[src/rtl/dds_phase_adjuster.sv]
// DDS phase-adjust sequencer: measures phase error, spreads it over a work
// window as a temporary frequency offset, then reports completion.
module dds_phase_adjuster #(
  parameter int PW = 32,
  parameter int CW = 32
) (
  input  logic          clk,
  input  logic          rst_n,
  input  logic          ena,
  input  logic          start,
  input  logic [PW-1:0] freq_base,
  input  logic [PW-1:0] desired_phase,
  input  logic [PW-1:0] phase_in,
  input  logic [CW-1:0] pre_delay,
  input  logic [CW-1:0] work_time,
  input  logic [CW-1:0] post_delay,
  output logic [PW-1:0] freq_out,
  output logic          busy,
  output logic          done,
  output logic          cfg_err,
  output logic [PW-1:0] phase_err
);

  localparam int BW = $clog2(PW);

  localparam logic [2:0] S_IDLE   = 3'd0;
  localparam logic [2:0] S_PRE    = 3'd1;
  localparam logic [2:0] S_SAMPLE = 3'd2;
  localparam logic [2:0] S_CALC   = 3'd3;
  localparam logic [2:0] S_WORK   = 3'd4;
  localparam logic [2:0] S_POST   = 3'd5;

  logic [2:0]    state_q, state_d;
  logic [CW-1:0] cnt_q, cnt_d;
  logic [BW-1:0] bit_q, bit_d;
  logic [PW-1:0] des_q, des_d;
  logic [CW-1:0] work_q, work_d;
  logic [CW-1:0] post_q, post_d;
  logic          neg_q, neg_d;
  logic [CW-1:0] rem_q, rem_d;
  logic [PW-1:0] dq_q, dq_d;
  logic [PW-1:0] off_q, off_d;
  logic [PW-1:0] freq_q, freq_d;
  logic          busy_q, busy_d;
  logic          done_q, done_d;
  logic          cfg_q, cfg_d;
  logic [PW-1:0] perr_q, perr_d;

  logic [PW-1:0] err;
  logic [PW-1:0] mag;
  logic [CW:0]   rem_sh;
  logic [CW:0]   rem_nx;
  logic          ge;
  logic [PW-1:0] quo_nx;
  logic          last_bit;

  // Restoring divider: dq_q holds the dividend and fills with quotient bits.
  assign err      = des_q - phase_in;
  assign mag      = err[PW-1] ? (~err + 1'b1) : err;
  assign rem_sh   = {rem_q, dq_q[PW-1]};
  assign ge       = rem_sh >= {1'b0, work_q};
  assign rem_nx   = ge ? (rem_sh - {1'b0, work_q}) : rem_sh;
  assign quo_nx   = {dq_q[PW-2:0], ge};
  assign last_bit = bit_q == BW'(PW - 1);

  always_comb begin
    state_d = state_q;
    cnt_d   = cnt_q;
    bit_d   = bit_q;
    des_d   = des_q;
    work_d  = work_q;
    post_d  = post_q;
    neg_d   = neg_q;
    rem_d   = rem_q;
    dq_d    = dq_q;
    off_d   = off_q;
    cfg_d   = cfg_q;
    perr_d  = perr_q;
    done_d  = 1'b0;
    if (state_q != S_IDLE && !ena) begin
      state_d = S_IDLE;
    end else begin
      unique case (state_q)
        S_IDLE: begin
          if (start && ena) begin
            des_d  = desired_phase;
            work_d = work_time;
            post_d = post_delay;
            cfg_d  = 1'b0;
            if (pre_delay == '0) begin
              state_d = S_SAMPLE;
            end else begin
              state_d = S_PRE;
              cnt_d   = pre_delay - 1'b1;
            end
          end
        end
        S_PRE: begin
          if (cnt_q == '0) state_d = S_SAMPLE;
          else             cnt_d   = cnt_q - 1'b1;
        end
        S_SAMPLE: begin
          perr_d = err;
          neg_d  = err[PW-1];
          dq_d   = mag;
          rem_d  = '0;
          bit_d  = '0;
          if (work_q != '0) begin
            state_d = S_CALC;
          end else begin
            cfg_d = 1'b1;
            if (post_q == '0) begin
              state_d = S_IDLE;
              done_d  = 1'b1;
            end else begin
              state_d = S_POST;
              cnt_d   = post_q - 1'b1;
            end
          end
        end
        S_CALC: begin
          rem_d = rem_nx[CW-1:0];
          dq_d  = quo_nx;
          bit_d = bit_q + 1'b1;
          if (last_bit) begin
            off_d   = neg_q ? (~quo_nx + 1'b1) : quo_nx;
            state_d = S_WORK;
            cnt_d   = work_q - 1'b1;
          end
        end
        S_WORK: begin
          if (cnt_q != '0) begin
            cnt_d = cnt_q - 1'b1;
          end else if (post_q == '0) begin
            state_d = S_IDLE;
            done_d  = 1'b1;
          end else begin
            state_d = S_POST;
            cnt_d   = post_q - 1'b1;
          end
        end
        S_POST: begin
          if (cnt_q == '0) begin
            state_d = S_IDLE;
            done_d  = 1'b1;
          end else begin
            cnt_d = cnt_q - 1'b1;
          end
        end
        default: state_d = S_IDLE;
      endcase
    end
    // Output word tracks the state being entered so both change together.
    freq_d = (state_d == S_WORK) ? (freq_base + off_d) : freq_base;
    busy_d = state_d != S_IDLE;
  end

  always_ff @(posedge clk) begin
    if (!rst_n) begin
      state_q <= S_IDLE;
      cnt_q   <= '0;
      bit_q   <= '0;
      des_q   <= '0;
      work_q  <= '0;
      post_q  <= '0;
      neg_q   <= 1'b0;
      rem_q   <= '0;
      dq_q    <= '0;
      off_q   <= '0;
      freq_q  <= '0;
      busy_q  <= 1'b0;
      done_q  <= 1'b0;
      cfg_q   <= 1'b0;
      perr_q  <= '0;
    end else begin
      state_q <= state_d;
      cnt_q   <= cnt_d;
      bit_q   <= bit_d;
      des_q   <= des_d;
      work_q  <= work_d;
      post_q  <= post_d;
      neg_q   <= neg_d;
      rem_q   <= rem_d;
      dq_q    <= dq_d;
      off_q   <= off_d;
      freq_q  <= freq_d;
      busy_q  <= busy_d;
      done_q  <= done_d;
      cfg_q   <= cfg_d;
      perr_q  <= perr_d;
    end
  end

  assign freq_out  = freq_q;
  assign busy      = busy_q;
  assign done      = done_q;
  assign cfg_err   = cfg_q;
  assign phase_err = perr_q;

endmodule

[config.mk]
export PLATFORM = sky130hd
export DESIGN_NAME = dds_phase_adjuster
export DESIGN_NICKNAME = d
export VERILOG_FILES = /design/src/rtl/dds_phase_adjuster.sv
export SDC_FILE = /design/constraint.sdc
export NUM_CORES = 1
export LEC_CHECK = 0
export ABC_AREA = 0
export CORE_MARGIN = 2
export CORE_UTILIZATION = 50
export CTS_BUF_LIST = sky130_fd_sc_hd__clkbuf_8
export DETAILED_ROUTE_END_ITERATION = 7
export HOLD_SLACK_MARGIN = 0.06
export PLACE_DENSITY_LB_ADDON = 0.1
export SKIP_CTS_REPAIR_TIMING = 1
export SYNTH_ARGS = -nofsm -noshare
export SYNTH_HDL_FRONTEND = slang
export SYNTH_SLANG_ARGS = --single-unit
[constraint.sdc]
create_clock -name clk -period 8.65 [get_ports clk]
set_input_delay 2.595 -clock clk [delete_from_list [all_inputs] [get_ports clk]]
set_output_delay 2.595 -clock clk [all_outputs]
set_load 0.01 [all_outputs]
==> metrics.txt, run 1 <==
Clock transition at path regs 0.06 ns; highest-count cells in the layout ignoring fill and taps 500 x nand2_1, 345 x a21oi_1, 299 x dfxtp_1; fin nets ~3300; layout cell share with drive strength beyond 1 about 5.5%; leak pwr 9.78 nW; gr ovfl total 0; Post-Synthesis Cells 2822; fin cells approximately 3600; number of CTS-inserted buffers 53; Fin Setup TNS 0 ns; CTS tree built; port buffer count around 260; critical path required time ~9.2 ns; largest family of logic cells by synthesized area compound AO/OA/AOI/OAI gates; unrepaired setup endpoints after global routing no; post-synthesis simple-gate area fraction 24.4%; Worst VDD drop 0.000118 V; Hold Fails Final Rpt 0; CTS Buffer Depth 3; outcome complete, no violations; f_max 0.142 GHz; Clock Latency Late Sink 0.66 ns; gpl congestion 0.936; top_reg_cell synth dfxtp_1; Compound-Gate Fraction of Synth Area 25.4%; Die ar. about 0.042 mm2; FF+latch area 0.00599 mm2; CTS sink cnt 299; crit path launch type primary input; ANT cells 0; Critical Path AT between 7 and 8 ns; Detail Route Antenna Nets 0; post-route minimum period 7.06 ns; DP Cell Count about 3500; Die W between 200 and 250 um; First DRT Iteration DRCs 1732; Post-Synth XOR/XNOR Area under 10%; Max Slew Vio Count 0; RR Startpoint work_q[1]$_SDFFE_PN0P_; #FFs+latches synth 299; Hold Path Depth 2; M1 WL just over 30000 um; max_slew headroom between 10% and 20%; EDFF count, synth 0; CP max FO 15; TritonRoute pass-1 iters 5; Syn-to-layout area delta 20.4%; clk_skew 0.0271 ns; WL met3 4670 um; fill count 3843; row cnt 74; routed wl met2 29400 um; pwr dens 161 mW/mm2; area of the multi-input gates around 0.013 mm2; Slew @ Worst Pin around 1.3 ns; vias in the first global route 19300; Routed wire per std cell 18.5 um; initial antenna violation count 3; Tcrit/Tclk final 81.6%; CP endpoint kind flip-flop; first-pass GRT wire length ~100000 um; die height 206 um; WL final ~66000 um; Avg Cell Area, Syn 7.24 um2; Post-Synth Adder-Cell Area 6.48%; DP HPWL 49500 um; register area share after synthesis between 20 and 30%; detailed-route via count 21100; Post-synth ARST share 0%; Max Used Layer met4; Mapped Area 0.0204 mm2; Critical Setup Path Class primary input to flip-flop; HP Class flip-flop to flip-flop; CP Launch Point ena; CTS H-tree lvls 2; post-synthesis net count 3122; # IOs roughly 260; vias per inst around 5.9; Initial Util 50.4%; Worst Hold Launch des_q[0]$_SDFFE_PN0P_; largest net degree at the start of global routing 97; library cells used by synthesis 92; R2R depth 26; GRT Total Usage 30.3%; MaxCap Viol Count 0; mux share of post-synthesis cell area 1.37%; Core Box Area just over 0.04 mm2; final setup vio count 0; Root Buffer clkbuf_8; Residual DRC 0; final setup margin 1.59 ns; dpl ws roughly 1.1 ns; most common cell after layout, fill and taps aside nand2_1; yosys warns 0
## worst max-delay path, cell delays in order
cell and delay, ns:
clkdlybuf4s50_1 0.58, inv_1 0.10, nor2_1 0.11, buf_4 0.23
nand3_2 0.26, o21ai_0 0.52, ha_1 0.35, a211oi_1 0.31
o211ai_1 0.21, a41oi_1 0.46, o211ai_1 0.23, a21o_1 0.20
a21oi_1 0.22, o21ai_0 0.20, a221o_1 0.38, a2111o_1 0.37
a21o_1 0.19, a21oi_1 0.12
## power breakdown
part / total (W) / switching, W / internal [W] / leakage [nW]
Clock: 0.00152 / 0.000642 / 0.000877 / 0.663
Combinational: 0.000980 / 0.000586 / 0.000394 / 6.69
Sequential: 0.00147 / 0.0000480 / 0.00143 / 2.43
## through the flow
stage          hold slack [ns]  total power, W  instance area, um2  util [%]
5_1_grt                  0.479         0.00416               24600      60.7
6_report                 0.457         0.00397               24600      60.7
2_1_floorplan            0.436         0.00213               20400         -
4_1_cts                  0.456         0.00399               24600      60.7
3_3_place_gp             0.444         0.00245               23400      57.7
3_5_place_dp             0.448         0.00246               23400      57.7
## registers in the layout, summed over array words and instances, names as in the netlist
name and cells:
bit_q 5, busy 1, cfg_err 1, cnt_q 32
des_q 32, done 1, dq_q 32, freq_out 32
neg_q 1, off_q 32, phase_err 31, post_q 32
rem_q 32, state_q 3, work_q 32
## Yosys cell counts (all sizes together), types with 6 or more instances
cell	instances	share of area, %
o21bai	16	0.59
a21o	50	1.8
a21oi	347	8.5
a2111oi	10	0.58
dfxtp	299	29
a221oi	6	0.26
a32oi	12	0.51
or4	12	0.46
o21a	18	0.66
xor2	77	3.3
inv	111	2.0
nor2	264	4.9
xnor2	112	4.8
nor2b	10	0.31
o311ai	8	0.34
nor4	32	1.1
a22oi	9	0.33
mux2i	20	0.98
and2	45	1.4
nand3	46	1.2
and3	18	0.55
o22ai	23	0.70
o221ai	21	0.90
o21ai	184	4.5
buf	29	0.66
and4	6	0.26
nand2	500	9.2
o211ai	19	0.70
a311oi	6	0.29
clkbuf	119	2.2
o31ai	19	0.72
nand2b	19	0.58
or3	36	1.2
or2	10	0.31
a31oi	23	0.70
nor3b	7	0.26
mux2	7	0.39
nand4	20	0.61
ha	101	6.2
a211oi	21	0.86
o41ai	11	0.51
nor3	64	1.6
## cells by family (layout without fill, tap and decap cells)
logic type                 Yosys count  in the layout
buffers and inverters              260            498
and+or+nand+nor                   1100           1100
muxes                               27             27
adders and majority gates          104            104
DFF                                299            299
xor gates and xnor gates           189            189
AOI/OAI and AO/OA                  843            843
## final cells by class
cell class,instances,share of cell area (%)
Tap cell,532,2.71
Clock buffer,67,3.75
Clock inverter,30,1.20
Multi-Input combinational cell,2263,54.8
Sequential cell,299,24.3
Inverter,112,1.73
Timing Repair Buffer,289,11.5
## metal layers
layer  up-vias  GRT usage (%)
li1      10400              -
met1      9845           42.2
met2       752           47.9
met3       108           5.31
met4         0           8.57
met5         -              0
## worst paths after layout
kind	endpoint	slack [ns]
setup / recovery	freq_out[31]$_SDFF_PN0_	1.59
hold / removal	des_q[0]$_SDFFE_PN0P_	0.46
hold reg to reg	des_q[0]$_SDFFE_PN0P_	0.46
setup reg to reg	freq_out[31]$_SDFF_PN0_	1.63
No activity file was read; power rests on OpenSTA's default activity.
==> inputs of run 2 (changes only) <==
clock period = 5.86 ns   (was 8.65 ns; I/O delays follow)
==> metrics.txt, run 2 (same netlist as run 1, synthesis figures left out) <==
leak pwr 10.5 nW (was 9.78 nW); pwr dens 228 mW/mm2 (was 161 mW/mm2); Tcrit/Tclk final 94.5%; fill count 3687 (was 3843); R2R depth 26 (unchanged); port buffer count 262 (unchanged); Gate power share 26.5% (was 24.7%); CTS sink cnt 299 (unchanged); Hold Path Depth 2 (unchanged); die height 206 um (unchanged); critical path required time 6.43 ns (was 9.23 ns); post-route minimum period ~5.5 ns; crit path launch type flip-flop (was primary input); MaxCap Viol Count 0 (unchanged); CP max FO 19 (was 15); Hold WS 0.456 ns (was 0.457 ns); Clk pwr share 36.6% (was 38.2%); vias per inst 5.78 (was 5.86); first-pass GRT wire length 107000 um (was 103000 um); M2 GR Usage 49.1% (was 47.9%); Routed wire per std cell 18.4 um (was 18.5 um); switching share of power 32.9% (was 32.1%); highest-count cells in the layout ignoring fill and taps 498 x nand2_1, 342 x a21oi_1, 299 x dfxtp_1 (was 500 x nand2_1, 345 x a21oi_1, 299 x dfxtp_1); Detail Route Antenna Nets 0 (unchanged); dpl ws -0.228 ns (was 1.09 ns); DP HPWL 51400 um (was 49500 um); fin cells 3728 (was 3592); clk_skew 0.0357 ns (was 0.0271 ns); WHS Endpoint phase_err[17]$_SDFFE_PN0P_ (was des_q[0]$_SDFFE_PN0P_); RR Startpoint work_q[18]$_SDFFE_PN0P_ (was work_q[1]$_SDFFE_PN0P_); reg2reg end freq_out[30]$_SDFF_PN0_ (was freq_out[31]$_SDFF_PN0_); most common cell after layout, fill and taps aside nand2_1 (unchanged); Top Usage Layer GRT met2 (unchanged); TritonRoute pass-1 iters 5 (unchanged); Hold Fails Final Rpt 0 (unchanged); WL final 68400 um (was 66300 um); f_max 0.181 GHz; final setup margin 0.322 ns (was 1.59 ns); met1 usage 44.7% (was 42.2%); Syn-to-layout area delta 26.4% (was 20.4%); Post-DP Area 0.0244 mm2 (was 0.0234 mm2); DP Cell Count 3622 (was 3495); sw power 0.00193 W (was 0.00128 W); CTS Buffer Depth 3 (unchanged); GRT Total Usage 31.3% (was 30.3%); Worst VDD drop 0.000196 V (was 0.000118 V); CP endpoint kind flip-flop (unchanged); vias in the first global route 19800 (was 19300); post-route design area 0.0258 mm2 (was 0.0246 mm2); CTS tree built (unchanged); # IOs 263 (unchanged); number of CTS-inserted buffers 54 (was 53); Int Pwr 0.00395 W (was 0.00270 W); max_slew headroom 15.8% (was 13.6%); CP Launch Point work_q[18]$_SDFFE_PN0P_ (was ena); fin nets 3450 (was 3318); outcome complete, no violations (unchanged); Core Box Area 0.0406 mm2 (unchanged); flop2flop setup slack 0.32 ns (was 1.63 ns); HP Class flip-flop to flip-flop (unchanged); detailed-route via count 21500 (was 21100); layout cell share with drive strength beyond 1 10.5% (was 5.49%); sequential power share 36.8% (was 37.1%); row cnt 74 (unchanged); Root Buffer clkbuf_8 (unchanged); Clock transition at path regs 0.06 ns (about the same); gr ovfl total 0 (unchanged); Die ar. 0.0425 mm2 (unchanged); Residual DRC 0 (unchanged); initial antenna violation count 2 (was 3); unrepaired setup endpoints after global routing yes (was no); Slew @ Worst Pin 1.25 ns (was 1.29 ns); CTS H-tree lvls 2 (unchanged); Worst Hold Launch phase_err[17]$_SDFFE_PN0P_ (was des_q[0]$_SDFFE_PN0P_); First DRT Iteration DRCs 1808 (was 1732); Max Slew Vio Count 0 (unchanged); Critical Setup Path Class flip-flop to flip-flop (was primary input to flip-flop); GR Util met3 4.56% (was 5.31%); Initial Util 50.4% (unchanged); final setup vio count 0 (unchanged); Die W 206 um (unchanged); gpl congestion 0.973 (was 0.936); Clock Latency Late Sink 0.68 ns (was 0.66 ns); Critical Path AT 6.11 ns (was 7.64 ns); largest net degree at the start of global routing 97 (unchanged); Fin Setup TNS 0 ns (unchanged)
==> run 2: changes by cell type in the layout (fill, tap and decap cells not counted), moves of 4 or more <==
cell	change
ha_4	+4
buf_12	+5
o31ai_1	-4
o21ai_0	-16
ha_1	-7
buf_4	+126
o21ai_1	+13
==> run 2: power groups by stage <==
stage | Sequential, W | Clock (W) | Combinational [W]
detailed placement | 0.00221 | 0 | 0.00150
CTS | 0.00217 | 0.00219 | 0.00151
global route | 0.00218 | 0.00227 | 0.00170
global placement | 0.00221 | 0 | 0.00149
finish | 0.00217 | 0.00216 | 0.00156
floorplan | 0.00220 | 0 | 0.000948
==> run 2: area by class of cell <==
class / count / area, um2 / area share, %
multi-input combinational: 2263 / 13700 / 53.1
sequential: 299 / 5990 / 23.2
timing repair buffer: 420 / 3870 / 15.0
clock buffer: 68 / 936 / 3.62
tap: 532 / 666 / 2.58
inverter: 112 / 428 / 1.66
clock inverter: 33 / 231 / 0.896
antenna: 1 / 2.50 / 0.00969
==> run 2: worst max-delay path, stage by stage, from the launching register on <==
cell,delay (ns)
dfxtp_1,0.33
inv_1,0.07
ha_4,0.25
a211oi_4,0.26
o21ai_1,0.09
a311o_1,0.36
a2111oi_2,0.37
o211ai_1,0.16
and2_4,0.19
inv_4,0.08
buf_12,0.16
buf_12,0.17
o21ai_0,0.12
ha_2,0.26
fa_1,0.40
a21oi_1,0.14
o21ai_0,0.12
nand2_1,0.12
a31oi_1,0.15
a2111oi_2,0.37
buf_4,0.17
o31ai_1,0.07
buf_4,0.14
a21oi_2,0.15
o21ai_0,0.12
o41a_1,0.36
o311ai_1,0.26
==> run 2: how the worst max path moves through the flow <==
stage                         endpoint  cells after the start
2_1_floorplan  freq_out[31]$_SDFF_PN0_                     28
3_3_place_gp   freq_out[30]$_SDFF_PN0_                     20
3_5_place_dp   freq_out[30]$_SDFF_PN0_                     20
4_1_cts        freq_out[30]$_SDFF_PN0_                     26
5_1_grt        freq_out[31]$_SDFF_PN0_                     25
6_report       freq_out[30]$_SDFF_PN0_                     26
==> run 2: per-layer routing <==
layer	wire (um)	vias to the layer above
li1	-	10600
met5	11	-
met1	31700	10000
met4	1660	2
met2	30500	781
met3	4580	127
==> run 2: stage by stage <==
step	power [W]	utilization [%]
final	0.00589	63.7
after global routing	0.00615	63.7
after CTS	0.00586	63.0
after detailed placement	0.00371	60.2
after global placement	0.00369	60.2
after floorplan	0.00315	-
==> inputs of run 3 (changes only) <==
CTS_CLUSTER_SIZE = 30   (was default)
==> results of run 3 <==
The final DEF is identical to that of run 2; final timing and power are the same.
